**config.mk**
```make
export PLATFORM = sky130hd
export DESIGN_NAME = seg_scan_decoder_flat
export DESIGN_NICKNAME = d
export VERILOG_FILES = /design/src/rtl/seg_scan_decoder_if.sv /design/src/rtl/seg_scan_decoder.sv /design/src/flat_wrapper.sv
export SDC_FILE = /design/constraint.sdc
export NUM_CORES = 1
export LEC_CHECK = 0
export ABC_CLOCK_PERIOD_IN_PS = 2300
export BUFFER_PORTS_ARGS = -buffer_cell sky130_fd_sc_hd__buf_2
export CORE_UTILIZATION = 51
export CTS_CLUSTER_SIZE = 20
export DETAILED_ROUTE_END_ITERATION = 8
export HOLD_SLACK_MARGIN = 0.06
export PLACE_DENSITY_LB_ADDON = 0.15
export SYNTH_ARGS = -nofsm -noshare
export SYNTH_HDL_FRONTEND = slang
export SYNTH_SLANG_ARGS = --single-unit
```
**constraint.sdc**
```tcl
create_clock -name sys_clk -period 2.3 [get_ports sys_clk]
set_input_delay 0 -clock sys_clk [delete_from_list [all_inputs] [get_ports sys_clk]]
set_output_delay 0 -clock sys_clk [all_outputs]
set_load 0.01 [all_outputs]
```
**src/rtl/seg_scan_decoder_if.sv**
```systemverilog
// Display-readback bus: raw segment/digit-select lines in, decoded digits and status out.
`default_nettype none

interface seg_scan_decoder_if;
  logic        cfg_cathode_mode;
  logic [6:0]  seg_in;
  logic [3:0]  an_in;
  logic        err_clr;
  logic [15:0] digit_hex;
  logic [3:0]  digit_valid;
  logic        upd_pulse;
  logic [1:0]  upd_idx;
  logic        err_flag;
  logic [1:0]  err_idx;

  modport master (
    output cfg_cathode_mode, seg_in, an_in, err_clr,
    input  digit_hex, digit_valid, upd_pulse, upd_idx, err_flag, err_idx
  );

  modport slave (
    input  cfg_cathode_mode, seg_in, an_in, err_clr,
    output digit_hex, digit_valid, upd_pulse, upd_idx, err_flag, err_idx
  );
endinterface

`default_nettype wire

```
**src/rtl/seg_scan_decoder.sv**
```systemverilog
// seg_scan_decoder: decodes a stable multiplexed 7-segment pattern back to per-digit hex nibbles.
// Optional macro SEG_DEC_BLANK_EN: all-off pattern is treated as a blank digit instead of an error.
`default_nettype none

module seg_scan_decoder #(
  parameter int STABLE_CYCLES = 4
) (
  input  logic               sys_clk,
  input  logic               reset_n,
  seg_scan_decoder_if.slave  bus
);

  localparam logic [7:0] c_STABLE = 8'(STABLE_CYCLES);

  typedef enum logic [1:0] {
    S_IDLE  = 2'd0,
    S_TRACK = 2'd1,
    S_HOLD  = 2'd2
  } state_t;

  state_t      r_state;
  logic [7:0]  r_cnt;
  logic [6:0]  r_samp_seg;
  logic [6:0]  r_prev_seg;
  logic [3:0]  r_samp_an;
  logic [3:0]  r_prev_an;
  logic [15:0] r_digit_hex;
  logic [3:0]  r_digit_valid;
  logic        r_upd_pulse;
  logic [1:0]  r_upd_idx;
  logic        r_err_flag;
  logic [1:0]  r_err_idx;

  logic        w_onehot;
  logic        w_same;
  logic        w_restart;
  logic [7:0]  w_cnt_inc;
  logic        w_capture;
  logic [1:0]  w_idx;
  logic        w_known;
  logic [3:0]  w_nib;
  logic        w_blank;
  logic        w_bad;

  assign w_onehot  = $onehot(r_samp_an);
  assign w_same    = (r_samp_seg == r_prev_seg) && (r_samp_an == r_prev_an);
  assign w_restart = (r_state == S_IDLE) || !w_same;
  assign w_cnt_inc = (r_cnt == 8'hFF) ? r_cnt : r_cnt + 8'd1;
  // A restart captures immediately only when a single sample is enough.
  assign w_capture = ((r_state == S_TRACK) && w_same && (w_cnt_inc >= c_STABLE)) ||
                     (w_restart && w_onehot && (c_STABLE <= 8'd1));

  always_comb begin
    case (r_samp_an)
      4'b0010: w_idx = 2'd1;
      4'b0100: w_idx = 2'd2;
      4'b1000: w_idx = 2'd3;
      default: w_idx = 2'd0;
    endcase
  end

  always_comb begin
    w_known = 1'b1;
    w_nib   = 4'h0;
    case (r_samp_seg)
      7'h3F: w_nib = 4'h0;
      7'h06: w_nib = 4'h1;
      7'h5B: w_nib = 4'h2;
      7'h4F: w_nib = 4'h3;
      7'h66: w_nib = 4'h4;
      7'h6D: w_nib = 4'h5;
      7'h7D: w_nib = 4'h6;
      7'h07: w_nib = 4'h7;
      7'h7F: w_nib = 4'h8;
      7'h67: w_nib = 4'h9;
      7'h77: w_nib = 4'hA;
      7'h7C: w_nib = 4'hB;
      7'h39: w_nib = 4'hC;
      7'h5E: w_nib = 4'hD;
      7'h79: w_nib = 4'hE;
      7'h71: w_nib = 4'hF;
      default: w_known = 1'b0;
    endcase
  end

`ifdef SEG_DEC_BLANK_EN
  assign w_blank = (r_samp_seg == 7'h00);
`else
  assign w_blank = 1'b0;
`endif

  assign w_bad = !w_known && !w_blank;

  always_ff @(posedge sys_clk) begin
    if (!reset_n) begin
      r_state       <= S_IDLE;
      r_cnt         <= 8'd0;
      r_samp_seg    <= 7'd0;
      r_prev_seg    <= 7'd0;
      r_samp_an     <= 4'd0;
      r_prev_an     <= 4'd0;
      r_digit_hex   <= 16'd0;
      r_digit_valid <= 4'd0;
      r_upd_pulse   <= 1'b0;
      r_upd_idx     <= 2'd0;
      r_err_flag    <= 1'b0;
      r_err_idx     <= 2'd0;
    end else begin
      r_samp_seg  <= bus.cfg_cathode_mode ? bus.seg_in : ~bus.seg_in;
      r_samp_an   <= bus.an_in;
      r_prev_seg  <= r_samp_seg;
      r_prev_an   <= r_samp_an;
      r_upd_pulse <= 1'b0;

      if (w_restart) begin
        if (w_onehot) begin
          r_cnt   <= 8'd1;
          r_state <= w_capture ? S_HOLD : S_TRACK;
        end else begin
          r_cnt   <= 8'd0;
          r_state <= S_IDLE;
        end
      end else begin
        r_cnt <= w_cnt_inc;
        if (w_capture) r_state <= S_HOLD;
      end

      if (w_capture) begin
        r_upd_pulse <= 1'b1;
        r_upd_idx   <= w_idx;
        if (w_known) begin
          r_digit_hex[{w_idx, 2'b00} +: 4] <= w_nib;
          r_digit_valid[w_idx]             <= 1'b1;
        end else begin
          r_digit_valid[w_idx] <= 1'b0;
        end
      end

      // A new error outranks a coincident clear.
      if (w_capture && w_bad) begin
        r_err_flag <= 1'b1;
        r_err_idx  <= w_idx;
      end else if (bus.err_clr) begin
        r_err_flag <= 1'b0;
      end
    end
  end

  assign bus.digit_hex   = r_digit_hex;
  assign bus.digit_valid = r_digit_valid;
  assign bus.upd_pulse   = r_upd_pulse;
  assign bus.upd_idx     = r_upd_idx;
  assign bus.err_flag    = r_err_flag;
  assign bus.err_idx     = r_err_idx;

endmodule

`default_nettype wire

```
**src/flat_wrapper.sv**
```systemverilog
// flat-port wrapper written by rule: the top's interface ports become plain ports
module seg_scan_decoder_flat 
#(
  parameter int STABLE_CYCLES = 4
)
  (sys_clk, reset_n, bus_cfg_cathode_mode, bus_seg_in, bus_an_in, bus_err_clr, bus_digit_hex, bus_digit_valid, bus_upd_pulse, bus_upd_idx, bus_err_flag, bus_err_idx);
  seg_scan_decoder_if bus_i ();
  input  logic sys_clk;
  input  logic reset_n;
  input wire logic [$bits(bus_i.cfg_cathode_mode)-1:0] bus_cfg_cathode_mode;
  input wire logic [$bits(bus_i.seg_in)-1:0] bus_seg_in;
  input wire logic [$bits(bus_i.an_in)-1:0] bus_an_in;
  input wire logic [$bits(bus_i.err_clr)-1:0] bus_err_clr;
  output wire logic [$bits(bus_i.digit_hex)-1:0] bus_digit_hex;
  output wire logic [$bits(bus_i.digit_valid)-1:0] bus_digit_valid;
  output wire logic [$bits(bus_i.upd_pulse)-1:0] bus_upd_pulse;
  output wire logic [$bits(bus_i.upd_idx)-1:0] bus_upd_idx;
  output wire logic [$bits(bus_i.err_flag)-1:0] bus_err_flag;
  output wire logic [$bits(bus_i.err_idx)-1:0] bus_err_idx;
  assign bus_i.cfg_cathode_mode = bus_cfg_cathode_mode;
  assign bus_i.seg_in = bus_seg_in;
  assign bus_i.an_in = bus_an_in;
  assign bus_i.err_clr = bus_err_clr;
  assign bus_digit_hex = bus_i.digit_hex;
  assign bus_digit_valid = bus_i.digit_valid;
  assign bus_upd_pulse = bus_i.upd_pulse;
  assign bus_upd_idx = bus_i.upd_idx;
  assign bus_err_flag = bus_i.err_flag;
  assign bus_err_idx = bus_i.err_idx;
  seg_scan_decoder #(.STABLE_CYCLES(STABLE_CYCLES)) u_core (.sys_clk(sys_clk), .reset_n(reset_n), .bus(bus_i));
endmodule
```
==> flow_summary_export.csv <==
group,metric,value,unit
yosys,ys_ff_latch,58,
yosys,synth_edf_count,0,
die,die_h,77.2,µm
drt,first_pass_iters,4,
clock_tree,htreeDepth,3,
grt,grt_pass1_wl,10.1,mm
drt,vias,2481,
grt,gr-total-overflow,0,
finish,n_antenna_cell,0,
critical_path,worst-setup-path-type,"flip-flop to flip-flop",
job,max_cap_violations,0,
placed_design,hpwl,4.20,mm
finish,drive_gt1_share,20.9,%
min_path,hp-class,"primary input to flip-flop",
die,die_w,77.2,µm
die,dieArea,5960,µm²
critical_path,cpMaxStageDelayCell,"or3_1",
finish,utilization,65.5,%
placed_design,io_buffers,40,
timing,setup_viol,0,
power,p_leak,1.63,nW
grt,grt_max_degree,30,
yosys,synth_top_area_share,40.3,%
critical_path,cp_max_fo,9,
clock_tree,clkTransAtPathRegs,0.06,ns
critical_path,crit_path_max_incr_delay,0.39,ns
timing,slew_headroom,63.0,%
drt,via_per_inst,5.25,
placed_design,dp_slack,0.0296,ns
timing,worst_pin_slew,0.549,ns
timing,totalNegativeSetupSlack,0,ns
grt,grt_pass1_vias,2303,
power,powerDensity,630,nW/µm²
timing,period_needed,2.17,ns
placed_design,gp_congestion,0.828,
critical_path,cp.arrival,2.43,ns
yosys,yosysSeqAreaShare,40.3,%
yosys,syn_avg_cell_area,8.74,µm²
placed_design,placed_area,3200,µm²
timing,hold_violations,0,
clock_tree,cts-root-buf,"clkbuf_8",
drt,ant_nets,0,
die,ios,41,
timing,max_freq,460,MHz
power,vdd_drop_max,0.000437,V
yosys,synth.area.top_cells,"dfxtp_1 40%, xor2_1 6.1%, ha_1 5.6%, mux2i_1 5.6%, nand2_1 5.3%",
critical_path,critPathTopFamily,"compound AO/OA/AOI/OAI gates",
finish,synthToLayoutAreaGrowth,24.4,%
yosys,synthesis.area,2880,µm²
timing,fin_ws,0.127,ns
drt,wl_per_cell,12.8,µm
finish,mostFrequentLayoutCell,"dfxtp_1",
die,core_area,5470,µm²
finish,final_cell_area,3590,µm²
yosys,synth_cell_types,56,
yosys,syn_nets,359,
drt,drt_iter0_markers,93,
finish,final_cell_mix,"56 x dfxtp_1, 41 x nand2_1, 40 x buf_2",
timing,final.period_utilization,94.5,%
critical_path,cp_cell_sequence,"ha_2 -> nand3_2 -> or3_1 -> o32a_1 -> o2111a_2 -> buf_4 -> a21bo_2 -> a21oi_1",
drt,drc,0,
critical_path,crit_path_start_kind,"flip-flop",
yosys,yosysTopAreaCell,"dfxtp_1",
clock_tree,cts.sinks,58,
placed_design,dp_cells,440,
clock_tree,cts_buffers,9,
yosys,synthFlopType,"dfxtp_1",
timing,maxSlewViolCount,0,
yosys,syn_inst,330,
critical_path,worstPathRequired,2.56,ns
yosys,yosysWarnings,0,
clock_tree,cts_setup_buffers,0,
clock_tree,clockBufferDepth,2,
yosys,synthArstFlopShare,0,%
timing,rsz0062_at_grt,"false",
drt,finalWirelength,6.04,mm
grt,antenna_found_initial,0,
grt,gr-usage-all-layers,21.5,%
finish,final_net_count,425,
die,row_count,27,
critical_path,end_kind,"flip-flop",
critical_path,crit_buf_inv,1,
die,initial_core_util,52.7,%
clock_tree,cts_tree,"built",
clock_tree,clk_latency,0.34,ns
status,outcome,"finished, final reports clean",
timing,skew,0.00778,ns
finish,instances_no_fill,473,
==> cell type report <==
cell class | count | area (µm²)
clock inverter | 2 | 35.0
clock buffer | 14 | 163
sequential | 58 | 1160
inverter | 11 | 41.3
fill | 487 | 1890
timing repair buffer | 73 | 488
multi-input combinational | 243 | 1610
tap | 72 | 90.1
==> power by group <==
group | internal (mW) | switching (mW) | total (mW)
clock | 0.559 | 0.387 | 0.946
sequential | 1.03 | 0.0290 | 1.06
combinational | 0.124 | 0.126 | 0.251
==> through the flow <==
stage | hold slack, ns | power, mW
after floorplan | 0.127 | 1.23
after global placement | 0.204 | 1.30
after detailed placement | 0.212 | 1.31
after CTS | 0.0608 | 2.27
after global routing | 0.0944 | 2.35
final | 0.0716 | 2.26
==> registers in the layout, summed over array words and instances, names as in the netlist, 2 cells and up, named ones only <==
register,cells
u_core.bus.digit_hex,16
u_core.r_cnt,8
u_core.r_prev_seg,7
u_core.r_samp_seg,7
u_core.r_prev_an,4
u_core.r_samp_an,4
u_core.bus.err_idx,2
u_core.bus.upd_idx,2
u_core.r_state,2
==> worst paths after layout <==
| path | end | start | slack, ns | cells after the start |
|---|---|---|---|---|
| min reg2reg | u_core.bus.digit_hex[7]$_SDFFE_PN0P_ | u_core.bus.digit_hex[7]$_SDFFE_PN0P_ | 0.46 | 2 |
| max reg2reg | u_core.bus.err_idx[1]$_SDFFE_PN0P_ | u_core.r_cnt[1]$_SDFF_PP0_ | 0.13 | 8 |
| min | u_core.r_samp_seg[0]$_SDFF_PN0_ | bus_cfg_cathode_mode | 0.07 | 3 |
| max | u_core.bus.err_idx[1]$_SDFFE_PN0P_ | u_core.r_cnt[1]$_SDFF_PP0_ | 0.13 | 8 |
==> timing repair <==
| action | 4_1_cts | 5_1_grt |
|---|---|---|
| hold buffers | 16 | 0 |
| resized for setup | 0 | 7 |
| endpoints found under the setup margin | 0 | 22 |
| hold endpoints to repair | 12 | 0 |
==> per-layer routing <==
layer	routed length (µm)	GRT usage (%)
met2	2800	35.0
met4	127	11.1
met3	219	4.76
met1	2890	26.6
met5	0	0
==> Yosys cell counts, drive strengths merged, types with 5 or more instances <==
cell    count
buf        12
nor3        6
clkbuf      7
nand3      12
and2       11
and3        5
a31oi       5
inv        11
xor2       20
ha         13
nand2b      5
dfxtp      58
mux2i      16
a21oi      12
nor2       34
nand2      41
o21ai       9
==> worst register-to-register path: cells and delay by family, from the launching register on <==
family / cells / cell delay [ns]
buffers and inverters: 1 / 0.18
adder cells (fa/ha/maj): 1 / 0.21
AND/OR/NAND/NOR: 2 / 0.50
flip-flops: 1 / 0.36
AO/OA/AOI/OAI: 4 / 0.84
==> cell families after synthesis <==
family                   count (synthesis)  share of synthesized area, %
AO/OA/AOI/OAI                           48                          11.2
XOR/XNOR                                22                          6.68
adder cells (fa/ha/maj)                 14                          6.34
buffers and inverters                   30                          5.03
flip-flops                              58                          40.3
multiplexers                            16                          5.56
AND/OR/NAND/NOR                        142                          24.9
No activity file was read; power rests on OpenSTA's default activity.
